==> src/rtl/reaction_pkg.sv <==
// Shared widths, LED-pattern constants and error-FSM encoding for the reaction
// game statistics stage.
package reaction_pkg;
    localparam int TIME_W     = 4;
    localparam int CNT_W      = 8;
    localparam int HIST_DEPTH = 4;
    localparam int SEL_W      = 3;

    localparam logic [TIME_W-1:0] NO_BEST = 4'hF;
    localparam logic [CNT_W-1:0]  CNT_MAX = '1;
    localparam logic [SEL_W-1:0]  SEL_OFF = 3'b000;
    localparam logic [SEL_W-1:0]  SEL_ERR = 3'b111;

    typedef enum logic {
        ARMED  = 1'b0,
        IN_ERR = 1'b1
    } err_state_e;

    function automatic logic is_one_hot(input logic [SEL_W-1:0] sel);
        return (sel == 3'b001) || (sel == 3'b010) || (sel == 3'b100);
    endfunction

    function automatic logic [CNT_W-1:0] sat_inc(input logic [CNT_W-1:0] v);
        return (v == CNT_MAX) ? v : v + CNT_W'(1);
    endfunction
endpackage

==> src/rtl/reaction_scoreboard_if.sv <==
// Snoop bundle carrying the game's registered indicator and time-display outputs.
interface reaction_scoreboard_if;
    import reaction_pkg::*;

    logic [SEL_W-1:0]  led_select;
    logic [TIME_W-1:0] time_leds;

    modport master (output led_select, output time_leds);
    modport slave  (input  led_select, input  time_leds);
endinterface

==> src/rtl/reaction_event_decode.sv <==
// Turns the game's LED pattern into single-cycle result and error-episode pulses.
//   state  | meaning
//   ARMED  | waiting for a fresh 111 flash to count an error episode
//   IN_ERR | episode in progress; needs HOLDOFF_CYCLES of 000 to re-arm
module reaction_event_decode
    import reaction_pkg::*;
#(
    parameter int HOLDOFF_CYCLES = 20
) (
    input  logic             clk,
    input  logic             reset,
    input  logic [SEL_W-1:0] led_select,
    output logic             result_evt,
    output logic             error_evt
);
    localparam int HO_W = $clog2(HOLDOFF_CYCLES + 1);
    localparam logic [HO_W-1:0] HO_LAST = HO_W'(HOLDOFF_CYCLES - 1);

    logic [SEL_W-1:0] prev_sel_q, prev_sel_d;
    err_state_e       state_q, state_d;
    logic [HO_W-1:0]  holdoff_q, holdoff_d;

    always_ff @(posedge clk or posedge reset) begin
        if (reset) begin
            prev_sel_q <= SEL_OFF;
            state_q    <= ARMED;
            holdoff_q  <= '0;
        end else begin
            prev_sel_q <= prev_sel_d;
            state_q    <= state_d;
            holdoff_q  <= holdoff_d;
        end
    end

    always_comb begin
        prev_sel_d = led_select;
        state_d    = state_q;
        holdoff_d  = holdoff_q;
        error_evt  = 1'b0;
        result_evt = is_one_hot(prev_sel_q) && (led_select == SEL_OFF);

        case (state_q)
            ARMED: begin
                holdoff_d = '0;
                if (led_select == SEL_ERR && prev_sel_q != SEL_ERR) begin
                    state_d   = IN_ERR;
                    error_evt = 1'b1;
                end
            end
            IN_ERR: begin
                // Any lit LED restarts the quiet window, so flashes inside one
                // episode never re-arm the counter.
                if (led_select != SEL_OFF) begin
                    holdoff_d = '0;
                end else if (holdoff_q == HO_LAST) begin
                    holdoff_d = '0;
                    state_d   = ARMED;
                end else begin
                    holdoff_d = holdoff_q + HO_W'(1);
                end
            end
            default: state_d = ARMED;
        endcase
    end
endmodule

==> src/rtl/reaction_scoreboard.sv <==
// Reaction-time statistics: last, best and 4-deep rolling average, plus round
// and error-episode counters, all derived by snooping the game outputs.
module reaction_scoreboard
    import reaction_pkg::*;
#(
    parameter int CLK_FREQ       = 50_000_000,
    parameter int HOLDOFF_CYCLES = CLK_FREQ / 50
) (
    input  logic                  clk,
    input  logic                  reset,
    reaction_scoreboard_if.slave  game,
    input  logic                  clear_stats,
    output logic [TIME_W-1:0]     last_time,
    output logic [TIME_W-1:0]     best_time,
    output logic [TIME_W-1:0]     avg_time,
    output logic                  avg_valid,
    output logic [CNT_W-1:0]      round_cnt,
    output logic [CNT_W-1:0]      error_cnt,
    output logic                  new_best
);
    localparam int HC_W  = $clog2(HIST_DEPTH + 1);
    localparam int SUM_W = TIME_W + $clog2(HIST_DEPTH);

    logic result_evt, error_evt;

    reaction_event_decode #(
        .HOLDOFF_CYCLES(HOLDOFF_CYCLES)
    ) u_decode (
        .clk        (clk),
        .reset      (reset),
        .led_select (game.led_select),
        .result_evt (result_evt),
        .error_evt  (error_evt)
    );

    logic [TIME_W-1:0] last_q, last_d, best_q, best_d, avg_q, avg_d;
    logic [CNT_W-1:0]  round_q, round_d, error_q, error_d;
    logic [HC_W-1:0]   hist_count_q, hist_count_d;
    logic              new_best_q, new_best_d;
    logic [TIME_W-1:0] hist_q [HIST_DEPTH];
    logic [TIME_W-1:0] hist_d [HIST_DEPTH];
    logic [SUM_W-1:0]  sum;

    always_ff @(posedge clk or posedge reset) begin
        if (reset) begin
            last_q       <= '0;
            best_q       <= NO_BEST;
            avg_q        <= '0;
            round_q      <= '0;
            error_q      <= '0;
            hist_count_q <= '0;
            new_best_q   <= 1'b0;
            hist_q       <= '{default: '0};
        end else begin
            last_q       <= last_d;
            best_q       <= best_d;
            avg_q        <= avg_d;
            round_q      <= round_d;
            error_q      <= error_d;
            hist_count_q <= hist_count_d;
            new_best_q   <= new_best_d;
            hist_q       <= hist_d;
        end
    end

    always_comb begin
        last_d       = last_q;
        best_d       = best_q;
        round_d      = round_q;
        error_d      = error_q;
        hist_count_d = hist_count_q;
        new_best_d   = 1'b0;
        hist_d       = hist_q;
        sum          = '0;

        if (clear_stats) begin
            last_d       = '0;
            best_d       = NO_BEST;
            round_d      = '0;
            error_d      = '0;
            hist_count_d = '0;
            hist_d       = '{default: '0};
        end else begin
            if (result_evt) begin
                last_d = game.time_leds;
                for (int i = HIST_DEPTH - 1; i > 0; i--) hist_d[i] = hist_q[i-1];
                hist_d[0] = game.time_leds;
                round_d   = sat_inc(round_q);
                if (hist_count_q != HC_W'(HIST_DEPTH)) hist_count_d = hist_count_q + HC_W'(1);
                // Empty history means no best yet, so even a 15 counts as an improvement.
                if (hist_count_q == '0 || game.time_leds < best_q) begin
                    best_d     = game.time_leds;
                    new_best_d = 1'b1;
                end
            end
            if (error_evt) error_d = sat_inc(error_q);
        end

        for (int i = 0; i < HIST_DEPTH; i++) sum = sum + SUM_W'(hist_d[i]);
        avg_d = sum[SUM_W-1 -: TIME_W];
    end

    assign last_time = last_q;
    assign best_time = best_q;
    assign avg_time  = avg_q;
    assign avg_valid = (hist_count_q == HC_W'(HIST_DEPTH));
    assign round_cnt = round_q;
    assign error_cnt = error_q;
    assign new_best  = new_best_q;
endmodule

==> src/flat_wrapper.sv <==
// flat-port wrapper written by rule: the top's interface ports become plain ports
module reaction_scoreboard_flat import reaction_pkg::*;
#(
    parameter int CLK_FREQ       = 50_000_000,
    parameter int HOLDOFF_CYCLES = CLK_FREQ / 50
)
  (clk, reset, clear_stats, last_time, best_time, avg_time, avg_valid, round_cnt, error_cnt, new_best, game_led_select, game_time_leds);
  reaction_scoreboard_if game_i ();
  input  logic clk;
  input  logic reset;
  input  logic clear_stats;
  output logic [TIME_W-1:0] last_time;
  output logic [TIME_W-1:0] best_time;
  output logic [TIME_W-1:0] avg_time;
  output logic avg_valid;
  output logic [CNT_W-1:0] round_cnt;
  output logic [CNT_W-1:0] error_cnt;
  output logic new_best;
  input wire logic [$bits(game_i.led_select)-1:0] game_led_select;
  input wire logic [$bits(game_i.time_leds)-1:0] game_time_leds;
  assign game_i.led_select = game_led_select;
  assign game_i.time_leds = game_time_leds;
  reaction_scoreboard #(.CLK_FREQ(CLK_FREQ), .HOLDOFF_CYCLES(HOLDOFF_CYCLES)) u_core (.clk(clk), .reset(reset), .game(game_i), .clear_stats(clear_stats), .last_time(last_time), .best_time(best_time), .avg_time(avg_time), .avg_valid(avg_valid), .round_cnt(round_cnt), .error_cnt(error_cnt), .new_best(new_best));
endmodule
==> config.mk <==
export PLATFORM = sky130hd
export DESIGN_NAME = reaction_scoreboard_flat
export DESIGN_NICKNAME = d
export VERILOG_FILES = /design/src/rtl/reaction_pkg.sv /design/src/rtl/reaction_scoreboard_if.sv /design/src/rtl/reaction_event_decode.sv /design/src/rtl/reaction_scoreboard.sv /design/src/flat_wrapper.sv
export SDC_FILE = /design/constraint.sdc
export NUM_CORES = 1
export LEC_CHECK = 0
export ABC_AREA = 1
export ABC_CLOCK_PERIOD_IN_PS = 7400
export CAP_MARGIN = 30
export CORE_MARGIN = 2
export CORE_UTILIZATION = 45
export CTS_BUF_LIST = sky130_fd_sc_hd__clkbuf_4
export DETAILED_ROUTE_END_ITERATION = 10
export GPL_ROUTABILITY_DRIVEN = 0
export PLACE_DENSITY_LB_ADDON = 0.05
export REMOVE_ABC_BUFFERS = 1
export SLEW_MARGIN = 20
export SYNTH_ARGS = -nofsm -noshare
export SYNTH_HDL_FRONTEND = slang
export SYNTH_HIERARCHICAL = 1
export SYNTH_SLANG_ARGS = --single-unit
==> constraint.sdc <==
create_clock -name clk -period 7.4 [get_ports clk]
set_input_delay 1.11 -clock clk [delete_from_list [all_inputs] [get_ports clk]]
set_output_delay 1.11 -clock clk [all_outputs]
set_load 0.05 [all_outputs]
==> results of run 1 <==
-- power groups by stage --
stage          sequential [uW]  clock [uW]  combinational [uW]
6_report                   419         309                 106
5_1_grt                    422         334                 117
4_1_cts                    419         320                 107
3_5_place_dp               427           0                 106
3_3_place_gp               427           0                 105
2_1_floorplan              454           0                39.9
-- final cells by class --
class / instances / area [sq um] / share of cell area (%)
clock buffer: 9 / 67.6 / 1.48
clock inverter: 7 / 110 / 2.41
inverter: 78 / 293 / 6.41
multi-input combinational: 311 / 1740 / 38.0
sequential: 72 / 1810 / 39.5
tap: 105 / 131 / 2.88
timing repair buffer: 41 / 425 / 9.31
-- synth_stat cells, types with 3 or more instances --
cell	number	area share (%)
nand2_1	104	10
inv_1	75	7.2
dfrtp_1	68	44
nor2_1	54	5.2
nand3_1	34	4.4
o21ai_0	23	2.9
a21oi_1	13	1.7
ha_1	11	3.5
o22ai_1	11	1.8
xor2_1	10	2.2
fa_1	8	4.1
nand4_1	8	1.3
nand3b_1	5	0.96
buf_6	4	1.2
dfstp_2	4	2.7
nand2_4	4	1.2
nor3_1	4	0.51
buf_2	3	0.38
inv_2	3	0.29
nand2_2	3	0.48
-- registers in the layout (all words and copies together), names as in the netlist --
signal                      cells
u_core/round_cnt                8
u_core/hist_count_q             3
u_core/last_time                4
u_core/avg_time                 4
u_core/u_decode/prev_sel_q      3
u_core/hist_q                  16
u_core/new_best                 1
u_core/u_decode/state_q         1
u_core/u_decode/holdoff_q      20
u_core/best_time                4
u_core/error_cnt                8
-- critical path, cell delays in order --
cell and delay (ns):
clkdlybuf4s50_1 0.43, nor2_1 0.12, nand2_1 0.10, a221oi_1 0.41, inv_1 0.08, nand2_1 0.59, inv_2 0.25, nand2_1 0.11
o21ai_0 0.12, fa_1 0.54, fa_1 0.42, nand2_1 0.10, nor2_1 0.06, fa_1 0.39, a21oi_1 0.17, o21bai_1 0.08
-- through the flow --
stage,hold WS (ns),total power (uW)
6_report,0.489,834
5_1_grt,0.525,873
4_1_cts,0.489,846
3_5_place_dp,0.471,533
3_3_place_gp,0.461,531
2_1_floorplan,0.454,494
-- metal layers --
| metal | routed length (um) | share of wire [%] | track usage (%) |
|---|---|---|---|
| met2 | 3680 | 47 | 29.7 |
| met5 | 0 | 0 | 0 |
| met1 | 3820 | 49 | 24.2 |
| met4 | 102 | 1.3 | 6.50 |
| met3 | 241 | 3.1 | 2.95 |
-- final timing paths --
kind	end	slack (ns)
worst min register to register	u_core/best_time[0]$_DFFE_PP1P_	0.49
worst min-delay path	u_core/best_time[0]$_DFFE_PP1P_	0.49
max in group asynchronous	u_core/best_time[3]$_DFFE_PP1P_	5.79
min in group asynchronous	u_core/u_decode/holdoff_q[15]$_DFF_PP0_	0.97
worst max register to register	u_core/avg_time[3]$_DFF_PP0_	3.34
worst max-delay path	u_core/avg_time[3]$_DFF_PP0_	2.61
-- logic make-up (layout without fill, tap and decap cells) --
kind of cell | count (synthesis) | in the layout
compound gates | 58 | 58
xor+xnor | 11 | 11
fa+ha+maj | 19 | 19
buf+inv | 86 | 135
flops | 72 | 72
simple gates | 223 | 223
==> results.yml, run 1 <==
clocking:
  cts_repair_resize_count: 0
  cts-root-buf: "clkbuf_4"
  clk_path_buf_depth: 2
  clk_latency_ns: 0.41
  h-tree-depth: 3
  post_cts_buffers: 0
  numCtsBuffers: 9
  cts.sink_count: 72
  clk_pin_slew_worst_paths_ns: 0.11
  cts_tree: "built"
  holdBufCountCts: 0
synthesis:
  synth_area_per_cell_sq_um: 8.32
  netlist-cell-type-count: 36
  async_flop_share_pct: 100
  synthXorXnorAreaFrac_pct: 2.47
  syn_area_sq_mm: 0.00390
  synth-edff-count: 0
  synth-simple-area-share_pct: 25.7
  synth_adder_area_share_pct: 7.63
  synth_seq_cells: 72
  ys_seq_area_share_pct: 46.3
  synth_compound_area_share_pct: 8.69
  synth_top_family_by_area: "simple AND/OR/NAND/NOR gates"
  synthCells: 469
  synth_mux_area_share_pct: 0
  ys_warn_count: 6
  synthFlopType: "dfrtp_1"
drt:
  drc: 0
  viasPerCell: 4.89
  drtPass1Iterations: 7
  final_antenna_net_count: 0
  drtIter0Drc: 136
  wl_mm: 7.84
  vias: 3049
  wl_per_cell_um: 12.6
global_route:
  grt_max_degree: 32
  grtUsageTotal_pct: 18.0
  grt_pass1_wl_mm: 14.0
  grt_pass1_vias: 3113
  grt-ovfl-total: 0
  antenna_found_initial: 0
floorplanning:
  rows: 33
  io_pins: 40
  die_h_um: 97.1
  initial_core_util_pct: 47.0
  die_area_sq_mm: 0.00943
  fp.dieW_um: 97.1
  core_sq_mm: 0.00830
power_and_ir_drop:
  static-leakage-power_uw: 0.00219
  switching_share_pct: 26.9
  p_seq_share_pct: 50.3
  clkPwrFrac_pct: 37.0
  pwr-share-comb_pct: 12.7
  peakVddDrop_v: 0.000101
  power_density_mw_per_mm2: 183
  p_switching_uw: 224
  intPower_uw: 610
critical_path:
  rr_startpoint: "u_core/u_decode/prev_sel_q[1]$_DFF_PP0_"
  start_kind: "input pin"
  path_max_fanout: 20
  worstPathArrival_ns: 5.08
  ff2ff_path_depth: 15
  critPathKind: "in -> reg"
  crit_start: "game_led_select[1]"
  cp.required_ns: 7.69
  crit_path_end_kind: "register"
sta:
  finalSetupViolations: 0
  tns_ns: 0
  layout_min_cycle_time_ns: 4.79
  rsz0062_at_grt: "false"
  fin_ws_ns: 2.61
  skew_ns: 0.0107
  slew_violations: 0
  fmax_mhz: 209
  relSlewSlack_pct: 47.6
  tightest_slew_ns: 0.784
  final-hold-violation-count: 0
  period_share_pct: 64.7
place:
  dp_hpwl_mm: 5.65
  placedInstanceArea_sq_mm: 0.00438
  port_buffers: 39
  dp_worst_setup_slack_ns: 2.19
  dp.cells: 606
cells_and_area:
  fill_cells: 764
  postLayoutCoreUtil_pct: 55.1
  final_cells: 623
  final_area_sq_mm: 0.00457
  final_common_cell: "nand2_1"
  finalNetCount: 542
  num_antenna_cells: 0
  drive_above_1_share_pct: 7.92
  layout_common_cells: "104 x nand2_1, 74 x inv_1, 68 x dfrtp_1"
  syn_to_final_growth_pct: 17.1
hold_path:
  min_path_type: "reg -> reg"
  hold_depth: 2
  min-delay-start: "u_core/best_time[0]$_DFFE_PP1P_"
run_status:
  status: "complete, no violations"
job:
  cap_violations: 0
(Power assumes the default switching activity.)
==> inputs of run 2 (changes only) <==
Settings changed: ABC_CLOCK_PERIOD_IN_PS 7400 to 4000.
Clock period 7.4 ns to 4 ns, I/O delays scaled along.
==> run 2 against run 1 <==
Cell area up 2.2%; clock-buffer cell count up 1; combinational power up 96%; flip-flop and latch count unchanged; die area unchanged; register-to-register slack worse by 2.8 ns; sequential share of layout area down 0.85 points; critical path depth down 2; wire length down 0.32%; worst setup slack worse by 2.3 ns; via count up 1.4%; largest power group unchanged.
==> results.yml, run 2 (same netlist as run 1, synthesis figures left out) <==
critical_path:
  start_kind: "input pin"
  ff2ff_path_depth: 13
  cp.required_ns: 4.29
  crit_path_end_kind: "register"
  critPathKind: "in -> reg"
  worstPathArrival_ns: 3.93
  path_max_fanout: 13
global_route:
  grt_max_degree: 28
  grt-ovfl-total: 0
  grtUsageTotal_pct: 17.7
  grt_pass1_vias: 3042
  antenna_found_initial: 0
  grt_pass1_wl_mm: 13.8
cells_and_area:
  final_cells: 633
  drive_above_1_share_pct: 9.85
  largest_reg_flops: 20
  fill_cells: 781
  largest-register: "u_core/u_decode/holdoff_q"
  syn_to_final_growth_pct: 19.7
  final_common_cell: "nand2_1"
  reg_top3: "u_core/u_decode/holdoff_q: 20 flops, u_core/hist_q: 16 flops"
  finalNetCount: 552
  postLayoutCoreUtil_pct: 56.3
  num_antenna_cells: 0
  layout_common_cells: "104 x nand2_1, 73 x inv_1, 68 x dfrtp_1"
drt:
  viasPerCell: 4.89
  final_antenna_net_count: 0
  wl_per_cell_um: 12.3
  wl_mm: 7.82
  vias: 3093
  drc: 0
  drtIter0Drc: 111
  drtPass1Iterations: 4
sta:
  slew_violations: 0
  period_share_pct: 91.2
  fmax_mhz: 274
  rsz0062_at_grt: "false"
  relSlewSlack_pct: 57.1
  final-hold-violation-count: 0
  finalSetupViolations: 0
  skew_ns: 0.0140
  layout_min_cycle_time_ns: 3.65
  tightest_slew_ns: 0.642
  holdWs_ns: 0.457
clocking:
  cts_tree: "built"
  cts_repair_resize_count: 0
  numCtsBuffers: 9
  clk_latency_ns: 0.40
  post_cts_buffers: 0
  holdBufCountCts: 0
  clk_path_buf_depth: 2
  cts.sink_count: 72
  clk_pin_slew_worst_paths_ns: 0.12
  cts-root-buf: "clkbuf_4"
  h-tree-depth: 3
job:
  cap_violations: 0
power_and_ir_drop:
  static-leakage-power_uw: 0.00225
  peakVddDrop_v: 0.000180
  power_density_mw_per_mm2: 335
floorplanning:
  fp.dieW_um: 97.1
  io_pins: 40
  core_sq_mm: 0.00830
  initial_core_util_pct: 47.0
  rows: 33
  die_area_sq_mm: 0.00943
  die_h_um: 97.1
place:
  dp_hpwl_mm: 5.72
  dp.cells: 616
  port_buffers: 39
run_status:
  status: "complete, no violations"
hold_path:
  min_path_type: "in -> async"
[run 2: area by class of cell]
type / instances / area, sq um / share of cell area, %
timing repair buffer: 51 / 520 / 11.1
sequential: 72 / 1810 / 38.7
clock buffer: 10 / 75.1 / 1.61
tap: 105 / 131 / 2.81
clock inverter: 6 / 108 / 2.30
multi-input combinational: 311 / 1740 / 37.2
inverter: 78 / 293 / 6.27
[run 2: per-stage QoR]
step | cell area (sq um) | total power, uW | worst slack (ns) | setup TNS [ns]
after floorplan | 3830 | 915 | 0.285 | 0
after global placement | 4430 | 988 | -0.000743 | -0.000743
after detailed placement | 4460 | 995 | -0.106 | -0.175
after CTS | 4640 | 1580 | 0.332 | 0
after global routing | 4670 | 1640 | 0.0846 | 0
final | 4670 | 1570 | 0.353 | 0
[run 2: critical path, stage by stage]
cell and delay (ns):
clkdlybuf4s50_1 0.43, nor2_1 0.12, nand2_1 0.09, a221oi_1 0.22
buf_4 0.17, nand2_2 0.17, o22ai_1 0.26, inv_1 0.09
fa_1 0.53, inv_1 0.05, fa_1 0.50, fa_1 0.47
a21oi_1 0.16, o21bai_1 0.08
[run 2: layer usage]
metal	part of all wire, %	routed length, um	vias to the layer above	global-route usage [%]
met5	0	0	-	0
met4	0.70	55	0	6.39
met3	2.7	213	4	3.02
met2	46	3610	36	27.9
met1	50	3940	1455	24.7
li1	-	-	1598	-
[run 2: power by group]
part	switching, uW	leakage, uW	internal [uW]
logic	136	0.00117	72.1
clock network	261	0.0000980	322
registers	22.2	0.000977	753
total	418	0.00225	1150
[run 2: worst paths after layout]
kind                       slack, ns                                      end                                     from
min reg2reg                     0.48          u_core/best_time[2]$_DFFE_PP1P_          u_core/best_time[2]$_DFFE_PP1P_
max in group asynchronous       2.76          u_core/best_time[2]$_DFFE_PP1P_                                    reset
min                             0.46  u_core/u_decode/holdoff_q[11]$_DFF_PP0_                                    reset
min in group clk                0.48          u_core/best_time[2]$_DFFE_PP1P_          u_core/best_time[2]$_DFFE_PP1P_
max                             0.35             u_core/avg_time[3]$_DFF_PP0_                       game_led_select[1]
max reg2reg                     0.55             u_core/avg_time[3]$_DFF_PP0_  u_core/u_decode/prev_sel_q[1]$_DFF_PP0_
==> inputs of run 3 (changes only) <==
Settings changed: RECOVER_POWER set to 50, SYNTH_HIERARCHICAL 1 to not set.
==> run 3 against run 2 <==
Global-route usage up 1.1 points; register-to-register slack better by 0.07 ns; clock skew up 0.0020 ns; power up 1.9%; worst setup slack better by 0.0045 ns; first-iteration DRC count down 9.9%; clock power up 20%; critical path type unchanged; largest cell class unchanged; largest power group unchanged.
==> results.yml, run 3 <==
synthesis:
  ys_seq_area_share_pct: 48.6
  yosys.area.top_type: "dfrtp_1"
  synth_area_per_cell_sq_um: 8.90
  synthCells: 418
  ys_warn_count: 0
  netlist-cell-type-count: 44
  yosysTopAreaCellShare_pct: 45.7
  synth_seq_cells: 72
  synth_most_common_cell: "inv_1"
  async_flop_share_pct: 100
  synth-edff-count: 0
  yosys-top-cells-count: "71 x inv_1, 70 x nand2_1, 68 x dfrtp_1, 36 x nor2_1, 22 x a21oi_1"
  synthFlopType: "dfrtp_1"
  syn_area_sq_mm: 0.00372
  synth.area.top_cells: "dfrtp_1 46%, inv_1 7.2%, nand2_1 7.1%, ha_1 5.4%, nor2_1 3.6%"
cells_and_area:
  drive_above_1_share_pct: 9.96
  finalNetCount: 508
  layout_common_cells: "71 x inv_1, 70 x nand2_1, 68 x dfrtp_1"
  reg_top3: "u_core.u_decode.holdoff_q: 20 flops, u_core.hist_q: 16 flops"
  largest-register: "u_core.u_decode.holdoff_q"
  fill_cells: 745
  syn_to_final_growth_pct: 21.7
  final_common_cell: "inv_1"
  largest_reg_flops: 20
  num_antenna_cells: 0
  final_cells: 587
sta:
  slew_violations: 0
  tightest_slew_ns: 1.30
  skew_ns: 0.0161
  period_share_pct: 91.1
  tns_ns: 0
  relSlewSlack_pct: 13.1
  layout_min_cycle_time_ns: 3.64
  final-hold-violation-count: 0
  rsz0062_at_grt: "false"
  finalSetupViolations: 0
  fmax_mhz: 275
critical_path:
  cp.required_ns: 4.31
  critPathKind: "in -> reg"
  path_max_fanout: 10
  crit_path_end_kind: "register"
  ff2ff_path_depth: 14
  start_kind: "input pin"
  worstPathArrival_ns: 3.95
clocking:
  numCtsBuffers: 9
  h-tree-depth: 3
  cts.sink_count: 72
  cts-root-buf: "clkbuf_4"
  holdBufCountCts: 0
  clk_pin_slew_worst_paths_ns: 0.13
  clk_latency_ns: 0.41
  cts_tree: "built"
  post_cts_buffers: 0
  clk_path_buf_depth: 2
  cts_repair_resize_count: 0
global_route:
  grt_pass1_wl_mm: 13.2
  grt-ovfl-total: 0
  grt_pass1_vias: 2829
  grtUsageTotal_pct: 18.8
  grt_max_degree: 45
  antenna_found_initial: 0
power_and_ir_drop:
  static-leakage-power_uw: 0.00218
  power_density_mw_per_mm2: 352
  peakVddDrop_v: 0.000175
hold_path:
  hold_depth: 1
  min_path_type: "reg -> reg"
floorplanning:
  rows: 33
  die_h_um: 94.9
  initial_core_util_pct: 45.7
  die_area_sq_mm: 0.00901
  io_pins: 40
  core_sq_mm: 0.00813
  fp.dieW_um: 94.9
place:
  port_buffers: 39
  dp.cells: 570
  dp_hpwl_mm: 5.63
run_status:
  status: "complete, no violations"
drt:
  wl_per_cell_um: 12.9
  drc: 0
  final_antenna_net_count: 0
  wl_mm: 7.56
  drtIter0Drc: 100
  vias: 2887
  viasPerCell: 4.92
  drtPass1Iterations: 4
job:
  cap_violations: 0
-- run 3: changes by cell type in the layout (fill, tap and decap cells not counted), moves of 4 or more --
cell / delta
nand2_1: -34
nor2_1: -17
nand3_1: -15
a21oi_1: +9
nor3_1: +7
a22oi_1: +5
ha_1: +5
nand3b_1: -5
a31oi_1: +4
clkbuf_1: +4
-- run 3: logic make-up (layout without fill, tap and decap cells) --
group	count (synthesis)	in the layout	share of synthesized area (%)
AND/OR/NAND/NOR	160	160	20.4
buffers and inverters	80	144	8.57
AO/OA/AOI/OAI	74	74	11.8
flip-flops	72	72	48.6
adder cells (fa/ha/maj)	21	21	8.07
XOR/XNOR	11	11	2.59
-- run 3: worst paths after layout --
path / start / to / slack [ns]
max: game_led_select[1] / u_core.avg_time[3]$_DFF_PP0_ / 0.36
min: u_core.u_decode.holdoff_q[0]$_DFF_PP0_ / u_core.u_decode.holdoff_q[0]$_DFF_PP0_ / 0.47
max reg2reg: u_core.u_decode.prev_sel_q[0]$_DFF_PP0_ / u_core.avg_time[3]$_DFF_PP0_ / 0.62
min reg2reg: u_core.u_decode.holdoff_q[0]$_DFF_PP0_ / u_core.u_decode.holdoff_q[0]$_DFF_PP0_ / 0.47
max in group asynchronous: reset / u_core.hist_q[1]$_DFF_PP0_ / 1.00
min in group asynchronous: reset / u_core.hist_count_q[1]$_DFFE_PP0P_ / 0.74
-- run 3: where the power goes --
| part | internal (uW) | switching, uW |
|---|---|---|
| Clock | 439 | 260 |
| Combinational | 46.6 | 96.0 |
| Sequential | 744 | 9.35 |
-- run 3: layer usage --
layer	vias to the layer above	part of all wire (%)	global-route usage, %
li1	1482	-	-
met1	1356	50	26.3
met2	41	45	28.8
met3	8	3.6	4.71
met4	0	1.1	5.80
met5	-	0	0
-- run 3: through the flow --
stage	cell area [sq um]	hold WS [ns]	worst slack [ns]	power, uW	utilization [%]
6_report	4530	0.471	0.358	1590	55.7
5_1_grt	4530	0.487	0.0708	1670	55.7
4_1_cts	4540	0.471	0.426	1620	55.8
3_5_place_dp	4310	0.453	-0.0526	914	53.0
3_3_place_gp	4310	0.444	0.0573	912	53.0
2_1_floorplan	3690	0.424	0.573	858	-
-- run 3: layout make-up --
| class | instances | area, sq um | area share [%] |
|---|---|---|---|
| repair buffers | 53 | 480 | 10.6 |
| clock buffers | 9 | 67.6 | 1.49 |
| clock inverters | 7 | 158 | 3.48 |
| flip-flops and latches | 72 | 1810 | 39.9 |
| multi-input cells | 266 | 1590 | 35.2 |
| inverters | 75 | 292 | 6.44 |
| well taps | 105 | 131 | 2.90 |
-- run 3: worst max-delay path, stage by stage --
cell and delay, ns:
clkdlybuf4s50_1 0.42, nor2_1 0.11, nand2_1 0.07, nor2_1 0.21, nand2_4 0.14, nor2_1 0.18
inv_2 0.12, o22ai_1 0.17, ha_1 0.22, fa_1 0.44, fa_1 0.47, a21boi_0 0.16
fa_1 0.42, a21oi_1 0.15, o21bai_1 0.08
